**config.mk**
```make
export PLATFORM = sky130hd
export DESIGN_NAME = contador_regressivo
export DESIGN_NICKNAME = d
export VERILOG_FILES = /design/src/rtl/contador_pkg.sv /design/src/rtl/click_debounce.sv /design/src/rtl/contador_regressivo.sv
export SDC_FILE = /design/constraint.sdc
export NUM_CORES = 1
export LEC_CHECK = 0
export BUFFER_PORTS_ARGS = -buffer_cell sky130_fd_sc_hd__buf_2
export CELL_PAD_IN_SITES_DETAIL_PLACEMENT = 1
export CELL_PAD_IN_SITES_GLOBAL_PLACEMENT = 2
export CORE_UTILIZATION = 31
export CTS_CLUSTER_SIZE = 28
export DETAILED_ROUTE_END_ITERATION = 10
export GPL_TIMING_DRIVEN = 0
export PLACE_DENSITY = 0.83
export SLEW_MARGIN = 20
export SYNTH_ARGS = -nofsm -noshare
export SYNTH_HDL_FRONTEND = slang
export SYNTH_SLANG_ARGS = --single-unit
export TNS_END_PERCENT = 20
```
**constraint.sdc**
```tcl
create_clock -name clk -period 1.5 [get_ports clk]
set_input_delay 0.15 -clock clk [delete_from_list [all_inputs] [get_ports clk]]
set_output_delay 0.15 -clock clk [all_outputs]
set_load 0.01 [all_outputs]
```
**src/rtl/contador_pkg.sv**
```systemverilog
// Shared defaults for the down-counter with a debounced push-button step input.
package contador_pkg;

    localparam int DEFAULT_WIDTH           = 3;
    localparam int DEFAULT_DEBOUNCE_CYCLES = 4;
    localparam int STABLE_CNT_W            = 8;

    // Reset count is all-ones; consumers slice the low WIDTH bits.
    localparam logic [31:0] RESET_COUNT = 32'hFFFF_FFFF;

endpackage

```
**src/rtl/click_debounce.sv**
```systemverilog
// Synchronises a bouncing push-button, debounces it and emits a one-cycle
// tick on every accepted press (accepted 0->1 transition).
module click_debounce
    import contador_pkg::*;
#(
    parameter int DEBOUNCE_CYCLES = DEFAULT_DEBOUNCE_CYCLES
) (
    input  logic clk,
    input  logic reset,
    input  logic click,
    output logic tick
);

    localparam logic [STABLE_CNT_W-1:0] L_LAST_SAMPLE = STABLE_CNT_W'(DEBOUNCE_CYCLES - 1);

    logic                    r_sync1;
    logic                    r_sync2;
    logic                    r_accepted;
    logic                    r_accepted_d;
    logic                    r_tick;
    logic [STABLE_CNT_W-1:0] r_stable_cnt;

    // Synchroniser, stability counter, accepted level and registered rising-edge tick.
    always_ff @(posedge clk or posedge reset) begin
        if (reset) begin
            r_sync1      <= 1'b0;
            r_sync2      <= 1'b0;
            r_accepted   <= 1'b0;
            r_accepted_d <= 1'b0;
            r_tick       <= 1'b0;
            r_stable_cnt <= {STABLE_CNT_W{1'b0}};
        end else begin
            r_sync1 <= click;
            r_sync2 <= r_sync1;
            if (r_sync2 != r_accepted) begin
                if (r_stable_cnt == L_LAST_SAMPLE) begin
                    r_accepted   <= r_sync2;
                    r_stable_cnt <= {STABLE_CNT_W{1'b0}};
                end else begin
                    r_stable_cnt <= r_stable_cnt + STABLE_CNT_W'(1);
                end
            end else begin
                r_stable_cnt <= {STABLE_CNT_W{1'b0}};
            end
            r_accepted_d <= r_accepted;
            r_tick       <= r_accepted & ~r_accepted_d;
        end
    end

    assign tick = r_tick;

endmodule

```
**src/rtl/contador_regressivo.sv**
```systemverilog
// Down-counter stepped by debounced button presses, with synchronous load,
// registered zero flag and a one-cycle borrow pulse on wrap from zero.
module contador_regressivo
    import contador_pkg::*;
#(
    parameter int WIDTH           = DEFAULT_WIDTH,
    parameter int DEBOUNCE_CYCLES = DEFAULT_DEBOUNCE_CYCLES
) (
    input  logic             clk,
    input  logic             reset,
    input  logic             click,
    input  logic             load,
    input  logic [WIDTH-1:0] load_value,
    output logic [WIDTH-1:0] contagem,
    output logic             zero,
    output logic             borrow
);

    localparam logic [WIDTH-1:0] L_RESET_COUNT = RESET_COUNT[WIDTH-1:0];
    localparam logic [WIDTH-1:0] L_ZERO        = {WIDTH{1'b0}};

    logic             w_tick;
    logic [WIDTH-1:0] w_next_cnt;
    logic             w_next_borrow;
    logic [WIDTH-1:0] r_cnt;
    logic             r_zero;
    logic             r_borrow;

    click_debounce #(
        .DEBOUNCE_CYCLES (DEBOUNCE_CYCLES)
    ) u_click_debounce (
        .clk   (clk),
        .reset (reset),
        .click (click),
        .tick  (w_tick)
    );

    // Next-state selection: load wins over a coincident tick.
    always_comb begin
        w_next_cnt    = r_cnt;
        w_next_borrow = 1'b0;
        if (load) begin
            w_next_cnt = load_value;
        end else if (w_tick) begin
            if (r_cnt == L_ZERO) begin
                w_next_cnt    = L_RESET_COUNT;
                w_next_borrow = 1'b1;
            end else begin
                w_next_cnt = r_cnt - WIDTH'(1);
            end
        end else begin
            w_next_cnt = r_cnt;
        end
    end

    // Count register with zero decoded from the next state so it is registered.
    always_ff @(posedge clk or posedge reset) begin
        if (reset) begin
            r_cnt    <= L_RESET_COUNT;
            r_zero   <= 1'b0;
            r_borrow <= 1'b0;
        end else begin
            r_cnt    <= w_next_cnt;
            r_zero   <= (w_next_cnt == L_ZERO);
            r_borrow <= w_next_borrow;
        end
    end

    assign contagem = r_cnt;
    assign zero     = r_zero;
    assign borrow   = r_borrow;

endmodule

```
Word-level counts from Yosys, hierarchy flattened
Index checks and enable logic that the tools add are counted.
{ "op_classes": {"n_addsub": 2, "n_eq_ne": 2, "muxes": 8, "bitwise_logic": 2, "n_reduce_logical": 3} }
{ "op_table": {"columns": ["op", "count"], "rows": [
  ["2-to-1 mux 8 bit", 2],
  ["2-to-1 mux 3 bit", 3],
  ["adder 8 x 1 -> 8 bit, second input constant", 1],
  ["== test 8 x 2 -> 1 bit, second input constant", 1],
  ["logical NOT 3 bit", 2],
  ["2-to-1 mux 1 bit", 3],
  ["subtractor 3 x 1 -> 3 bit, second input constant", 1],
  ["AND reduction 2 bit", 1],
  ["bitwise AND 1 bit", 1],
  ["inequality test 1 bit", 1],
  ["NOT 1 bit", 1]
]} }
{ "totals": {"ff_bits": 18, "input_bits": 7, "output_inout_bits": 5} }

Depth between registers and ports, before layout
Gate-level depths: netlist of run 1.
{ "depth": {"word_depth": 5, "mapped_depth": 6, "ltp_nobuf": 6} }

By module
Synthesis of run 1 repeated with hierarchy kept, for this count alone.
{ "hier_totals": {"hier_cells": 74, "hier_area_um2": 807.0} }
{ "modules_own_cells": {"columns": ["mod", "n_inst", "cells_per_inst", "area_per_inst_um2", "seq_area_each_um2"], "rows": [
  ["click_debounce", 1, 48, 553.0, 325.3],
  ["contador_regressivo", 1, 26, 254.0, 128.9]
]} }

Worst setup path before layout of run 1
Ideal clock, no wire load.
{ "synth_path": {"path_kind": "flip-flop to flip-flop", "start": "reg u_click_debounce.r_stable_cnt[3]", "end": "reg u_click_debounce.r_accepted", "setup_time_ns": 0.125, "arrival_ns": 1.438, "t_required_ns": 1.375, "path_slack_ns": -0.063, "stages_incl_launch_ff": 4, "n_path_buf": 0, "period_less_slack_ns": 1.563, "cell_sequence": "dfrtp_1 or4_4 nor3b_2 mux2_2"} }
{ "synth_via": {"elab_chain_cells": 2} }
{ "synth_rtl": {"columns": ["item", "line", "source"], "rows": [
  ["from (decl)", "click_debounce.sv:21", "logic [STABLE_CNT_W-1:0] r_stable_cnt;"],
  ["from (signal assigned)", "click_debounce.sv:31", "r_stable_cnt <= {STABLE_CNT_W{1'b0}};"],
  ["from (signal assigned)", "click_debounce.sv:38", "r_stable_cnt <= {STABLE_CNT_W{1'b0}};"],
  ["from (signal assigned)", "click_debounce.sv:40", "r_stable_cnt <= r_stable_cnt + STABLE_CNT_W'(1);"],
  ["== test 8 x 2 -> 1 bit", "click_debounce.sv:36", "if (r_stable_cnt == L_LAST_SAMPLE) begin"],
  ["AND reduction 2 bit (no line)", null, null],
  ["to (signal assigned)", "click_debounce.sv:37", "r_accepted <= r_sync2;"],
  ["to (decl)", "click_debounce.sv:18", "logic r_accepted;"]
]} }
Every way passes these cells.
A chain may end at the register's enable or synchronous reset.

Worst setup path in the final report of run 1
{ "layout_path": {"start": "reg u_click_debounce.r_stable_cnt[5]", "end": "reg u_click_debounce.r_accepted"} }
Same word-level chain as after synthesis.

==> results of run 1 <==
worst register-to-register path: stages (launching register included):
cell	delay [ns]
dfrtp_1	0.40
or4_4	0.55
nor3b_4	0.23
mux2_4	0.32
cells by family after synthesis:
family	Yosys count
flip-flops	18
adder cells (fa/ha/maj)	3
buffers and inverters	4
AND/OR/NAND/NOR	30
XOR/XNOR	6
AO/OA/AOI/OAI	7
multiplexers	2
layer usage:
layer  share of wire [%]  up-vias  GRT usage [%]  wire length, um
met2                  48        8           19.2              702
met5                   0        -              0                0
met1                  48      266           17.0              704
li1                    -      269              -                -
met4                 1.6        0           7.89               24
met3                 1.9        2           1.74               28
final timing paths:
path                                                             from                                          to  depth (start not counted)
max                        u_click_debounce.r_stable_cnt[5]$_DFF_PP0_     u_click_debounce.r_accepted$_DFFE_PP0P_                          3
min                                                     load_value[1]                       contagem[1]$_DFF_PP1_                          3
max reg2reg                u_click_debounce.r_stable_cnt[5]$_DFF_PP0_     u_click_debounce.r_accepted$_DFFE_PP0P_                          3
min reg2reg                        u_click_debounce.r_sync1$_DFF_PP0_          u_click_debounce.r_sync2$_DFF_PP0_                          0
max in group asynchronous                                       reset                            borrow$_DFF_PP0_                          3
min in group asynchronous                                       reset  u_click_debounce.r_stable_cnt[2]$_DFF_PP0_                          3
through the flow:
stage	TNS, ns	instances
floorplan	-0.0832	70
global placement	-0.783	109
detailed placement	-0.886	109
CTS	-0.505	117
global route	-0.767	117
finish	-0.370	117
repair_timing:
action,CTS,global route
pin swaps,2,0
hold endpoints to repair,16,0
setup buffers,2,0
hold buffers,2,0
endpoints found under the setup margin,8,7
gates resized for setup,6,1
cells in the final DEF (no fill, tap or decap):
| master | n |
|---|---|
| ha_1 | 3 |
| nor2b_1 | 2 |
| o21ai_0 | 1 |
| nand3_1 | 5 |
| buf_2 | 11 |
| or4_4 | 1 |
| nor3b_4 | 1 |
| inv_1 | 4 |
| or2_2 | 1 |
| buf_4 | 2 |
| o21ai_2 | 2 |
| nor3b_1 | 1 |
| o21a_1 | 1 |
| nor2_1 | 10 |
| clkbuf_8 | 1 |
| and3_2 | 1 |
| xor2_1 | 2 |
| a22o_1 | 1 |
| nand2b_1 | 2 |
| nor3_2 | 1 |
| nor3_1 | 1 |
| mux2_2 | 1 |
| dfrtp_1 | 15 |
| dlygate4sd3_1 | 2 |
| a21oi_1 | 1 |
| dfstp_2 | 3 |
| xnor2_1 | 4 |
| o21ai_1 | 1 |
| clkbuf_4 | 3 |
| mux2_4 | 1 |
| nand2_1 | 4 |
power by group through the flow:
stage	registers, mW	clock network [mW]	logic, mW
finish	0.674	0.297	0.356
global route	0.687	0.336	0.415
CTS	0.676	0.313	0.359
detailed placement	0.683	0	0.333
global placement	0.676	0	0.319
floorplan	0.679	0	0.222
cell type report:
type	count	area share, %
sequential	18	47.1
tap	28	3.63
multi-input combinational	48	34.6
clock buffer	4	3.76
inverter	4	1.56
timing repair buffer	15	9.34
==> results.md, run 1 <==
- Die area: 2720 um^2
- CP Cell Sequence: or4_4 > nor3b_4 > mux2_4
- Synth unique cells: 22
- Fmax: 622 MHz
- Total chip power: 1.33 mW
- Crit path DAT: 1.80 ns
- Worst-Margin Slew: 0.672 ns
- Cell count after synthesis: 70
- Sequential element share of the synthesized area: 58.2%
- Reg2Reg Setup Slack: -0.11 ns
- Total nets after synthesis: 80
- Mapped cell area: 781 um^2
- Number of remaining DRC errors: 0
- Final hold slack: 0.0797 ns
- Period utilization: 107%
- Gr usage total: 12.7%
- Pint: 0.914 mW
- Largest register FFs: 8
- Worst Skew: 0.00124 ns
- Status: finished, violations left
- GP Congestion: 0.708
- Via-per-instance ratio: 4.66
- Compound-cell area share of the yosys netlist: 5.29%
- Worst hold path class: in -> reg
- H-tree levels: 1
- Syn avg cell area: 11.2 um^2
- Cell taking the most area after synthesis: dfrtp_1
- NumNets Final: 100
- Top_reg_cell synth: dfrtp_1
- Ys Warns: 0
- Root buffer cell: clkbuf_4
- Port buffer count: 11
- Area of the multi-input gates: 334 um^2
- Asr flop ratio synth: 100%
- Vias in the first global route: 536
- Synth top area share: 48.1%
- Synth Area in XOR/XNOR: 6.73%
- Sequential power share: 50.8%
- Detailed Route WL: 1460 um
- Layout cells sized above 1: 32.6%
- Max VDD drop: 0.773 mV
- Crit start category: register
- Antenna violations before repair: 0
- Post-route antenna net violation count: 0
- Post-Place Worst Slack: -0.160 ns
- CTS tree: built
- Final Setup Violations: 7
- Crit path buf inv count: 0
- Clock share of power: 22.4%
- Drt wl/cell: 12.5 um
- Net switching power of the design: 0.413 mW
- Placement Cell Area: 875 um^2
- Drt pass-1 iters: 2
- Req. time, crit path: 1.69 ns
- Main combinational cell family by area after synthesis: simple AND/OR/NAND/NOR gates
- Fin worst setup slack: -0.108 ns
- Total CTS buffers: 3
- Cell family with most CP delay: simple AND/OR/NAND/NOR gates
- LEAKAGE: 0.450 nW
- Chip Width: 52.2 um
- Worst-skew pair later-pin latency: 0.29 ns
- Total congestion overflow: 0
- Register bit total from synthesis: 18
- Post-detail-place hpwl: 1060 um
- Area contributors post-synth: dfrtp_1, dfstp_2, ha_1
- Switching share of power: 31.1%
- Slew Limit Fails: 0
- Antenna cells: 0
- Initial Util: 34.0%
- Register with the most flip-flops: u_click_debounce.r_stable_cnt
- P&R area growth vs syn: 23.6%
- Clock sinks: 18
- Violated checks: negative setup slack
- Largest net degree at the start of global routing: 19
- Cell with the most instances after synthesis: dfrtp_1
- Design Area, Final: 965 um^2
- Core area: 2300 um^2
- Power per cell area: 1380 nW/um^2
- Max stage delay on crit path: 0.55 ns
- Fin util: 42.0%
- RSZ-0062 raised after global routing: yes
- Post-synthesis adder-cell area fraction: 4.81%
- Final Hold Vio Count: 0
- Worst path slowest cell: or4_4
- Synth top cells by count: dfrtp_1, nor2_1, nand3_1
- Slew Limit Headroom: 55.1%
- Number of flops mapped to enable cells by yosys: 0
- Portion of netlist area occupied by mux cells: 2.88%
- IO Pins: 12
- Fill count: 270
- Combinational share of power: 26.8%
- Final min period: 1.61 ns
- 1st-iter DRT viols: 6
- Clock transition at the registers of the reported paths: 0.10 ns
- Maximum fanout along the worst path: 2
- Register area: 454 um^2
- Vias: 545
- Die height: 52.2 um
- Std cell rows: 17
- Synth Area in Simple Gates: 20.2%
- Setup CP Type: reg -> reg
- First-pass GRT wire length: 2430 um
- MaxCap Viol Count: 0
- Worst setup EP type: register
- CTS max path bufs: 2
(Power assumes the default switching activity.)
==> run 2, diff against run 1 <==
--- a/config.mk
+++ b/config.mk
@@ -8,11 +8,11 @@
 export BUFFER_PORTS_ARGS = -buffer_cell sky130_fd_sc_hd__buf_2
 export CELL_PAD_IN_SITES_DETAIL_PLACEMENT = 1
 export CELL_PAD_IN_SITES_GLOBAL_PLACEMENT = 2
-export CORE_UTILIZATION = 31
+export CORE_UTILIZATION = 37
 export CTS_CLUSTER_SIZE = 28
 export DETAILED_ROUTE_END_ITERATION = 10
 export GPL_TIMING_DRIVEN = 0
-export PLACE_DENSITY = 0.83
+export PLACE_DENSITY_LB_ADDON = 0.1
 export SLEW_MARGIN = 20
 export SYNTH_ARGS = -nofsm -noshare
 export SYNTH_HDL_FRONTEND = slang
==> constraint.sdc (replaced) <==
create_clock -name clk -period 2.1 [get_ports clk]
set_input_delay 0.21 -clock clk [delete_from_list [all_inputs] [get_ports clk]]
set_output_delay 0.21 -clock clk [all_outputs]
set_load 0.01 [all_outputs]
==> run 2 against run 1 <==
  * The flow finishes with violations (negative hold slack)
  * Core utilization up 4.2 points
  * Critical path depth stayed put
  * Worst setup slack better by 0.58 ns
  * Wire length decreased by 9.7%
  * Design area is 5.1% lower
  * Clock skew hardly changed
  * Sequential power shrank 30%
  * Sequential share of layout area rose by 2.5 points
  * Clock power decreased by 28%
  * Hold slack worse by 0.083 ns
  * Clock-buffer cell count unchanged
  * Largest cell class unchanged
  * Largest power group unchanged
==> results.md, run 2 (synthesis results as in run 1) <==
- Gr usage total: 14.1% (+1.4 points)
- Worst setup EP type: register
- Commonest non-fill, non-tap cell in the layout: dfrtp_1
- Clock sinks: 18 (unchanged)
- Via-per-instance ratio: 4.80 (+3.0%)
- Crit start category: register
- Crit path DAT: 1.82 ns (+0.02 ns)
- Die area: 2300 um^2 (-16%)
- Largest register FFs: 8 (unchanged)
- Total congestion overflow: 0 (unchanged)
- Std cell rows: 16 (-1)
- Maximum fanout along the worst path: 4 (+2)
- Clock transition at the registers of the reported paths: 0.10 ns (about the same)
- R2R Path Start: u_click_debounce.r_stable_cnt[3]$_DFF_PP0_
- Vias: 542 (-0.55%)
- Commonest cells after routing, fill and taps aside: dfrtp_1, buf_2, nor2_1
- Final Setup Violations: 0 (-7)
- Worst Skew: 0.00161 ns (+0.000370 ns)
- Antenna cells: 0 (unchanged)
- MaxCap Viol Count: 0 (unchanged)
- Drt wl/cell: 11.7 um (-6.5%)
- Register with the most flip-flops: u_click_debounce.r_stable_cnt
- CTS tree: built
- Worst-skew pair later-pin latency: 0.29 ns (about the same)
- Number of cells on the worst reg-to-reg path: 3 (unchanged)
- Port buffer count: 11 (unchanged)
- Number of remaining DRC errors: 0 (unchanged)
- Detailed Route WL: 1320 um (-9.7%)
- Layout cells sized above 1: 27.9% (-4.7 points)
- Power per cell area: 997 nW/um^2 (-28%)
- Core area: 1980 um^2 (-14%)
- Worst hold path class: in -> async
- CTS max path bufs: 2 (unchanged)
- Total CTS buffers: 3 (unchanged)
- Slew Limit Fails: 0 (unchanged)
- Period utilization: 77.5% (-30 points)
- Max VDD drop: 0.532 mV (-31%)
- Req. time, crit path: 2.29 ns (+0.60 ns)
- Die height: 47.9 um (-8.1%)
- Initial Util: 39.4% (+5.4 points)
- 1st-iter DRT viols: 4 (-2)
- Vias in the first global route: 507 (-5.4%)
- Slew Limit Headroom: 54.5% (-0.61 points)
- Final Hold Vio Count: 9 (+9)
- Drt pass-1 iters: 2 (unchanged)
- Placement Cell Area: 870 um^2 (-0.57%)
- GP Congestion: 0.724 (+2.2%)
- Violated checks: negative hold slack
- RSZ-0062 raised after global routing: no
- Setup CP Type: reg -> reg
- Hold-fix buffers, CTS: 1 (-1)
- Final min period: 1.63 ns (+0.0197 ns)
- Largest net degree at the start of global routing: 19 (unchanged)
- LEAKAGE: 0.431 nW (-4.4%)
- Fin util: 46.2% (+4.2 points)
- Post-detail-place hpwl: 1000 um (-5.1%)
- Antenna violations before repair: 0 (unchanged)
- Root buffer cell: clkbuf_4
- Fmax: 614 MHz (-1.2%)
- Chip Width: 47.9 um (-8.1%)
- Post-CTS Repair Setup Buffers: 0 (-2)
- Status: finished, violations left
- Post-route antenna net violation count: 0 (unchanged)
- Setup_tns: 0 ns (+0.370 ns)
- Worst-Margin Slew: 0.681 ns (+0.00914 ns)
- Worst reg2reg endpoint: u_click_debounce.r_accepted$_DFFE_PP0P_
- First-pass GRT wire length: 2150 um (-12%)
- P&R area growth vs syn: 17.3%
- Final hold slack: -0.00318 ns (-0.0829 ns)
- Reg2Reg Setup Slack: 0.47 ns (+0.58 ns)
- IO Pins: 12 (unchanged)
- Design Area, Final: 916 um^2 (-5.1%)
- H-tree levels: 1 (unchanged)
- NumNets Final: 97 (-3.0%)
- Post_cts resized: 0 (-6)
## run 2: worst max path at each step
stage / slack [ns] / from / endpoint / depth (start not counted)
after floorplan: 0.54 / u_click_debounce.r_stable_cnt[3]$_DFF_PP0_ / u_click_debounce.r_accepted$_DFFE_PP0P_ / 3
after detailed placement: 0.48 / u_click_debounce.r_stable_cnt[3]$_DFF_PP0_ / u_click_debounce.r_accepted$_DFFE_PP0P_ / 3
after CTS: 0.47 / u_click_debounce.r_stable_cnt[3]$_DFF_PP0_ / u_click_debounce.r_accepted$_DFFE_PP0P_ / 3
final: 0.47 / u_click_debounce.r_stable_cnt[3]$_DFF_PP0_ / u_click_debounce.r_accepted$_DFFE_PP0P_ / 3
after global routing: 0.37 / contagem[0]$_DFF_PP1_ / zero$_DFF_PP0_ / 5
after global placement: 0.47 / u_click_debounce.r_stable_cnt[3]$_DFF_PP0_ / u_click_debounce.r_accepted$_DFFE_PP0P_ / 3
## run 2: per-stage QoR
step	hold WS, ns	setup WS (ns)	power [mW]	std cells
global route	0.0576	0.374	0.986	113
floorplan	0.146	0.537	0.636	70
CTS	0.00737	0.465	0.933	113
global placement	0.319	0.468	0.705	108
detailed placement	0.320	0.478	0.715	108
finish	-0.00318	0.473	0.913	113
## run 2: metal layers
layer  vias up  GRT usage (%)  share of wire (%)
met3         4           2.64                4.0
met4         0           8.33                1.9
li1        261              -                  -
met5         -              0                  0
met1       265           15.3                 44
met2        12           25.1                 49
## run 2: critical path, cell delays in order, from the launching register on
cell and delay (ns):
dfrtp_1 0.43, or4_4 0.55, nor3b_2 0.20, mux2_2 0.35
## run 2: power breakdown
group	total (mW)	leakage [nW]	internal, mW	switching, mW
combinational	0.225	0.181	0.107	0.118
clock	0.213	0.0210	0.106	0.107
sequential	0.475	0.229	0.423	0.0519
total	0.913	0.431	0.636	0.277
## run 2: layout make-up
class,count,area [um^2]
Fill cell,227,1070
Sequential cell,18,454
Multi-Input combinational cell,48,312
Timing Repair Buffer,12,65.1
Clock buffer,4,36.3
Tap cell,27,33.8
Inverter,4,15.0
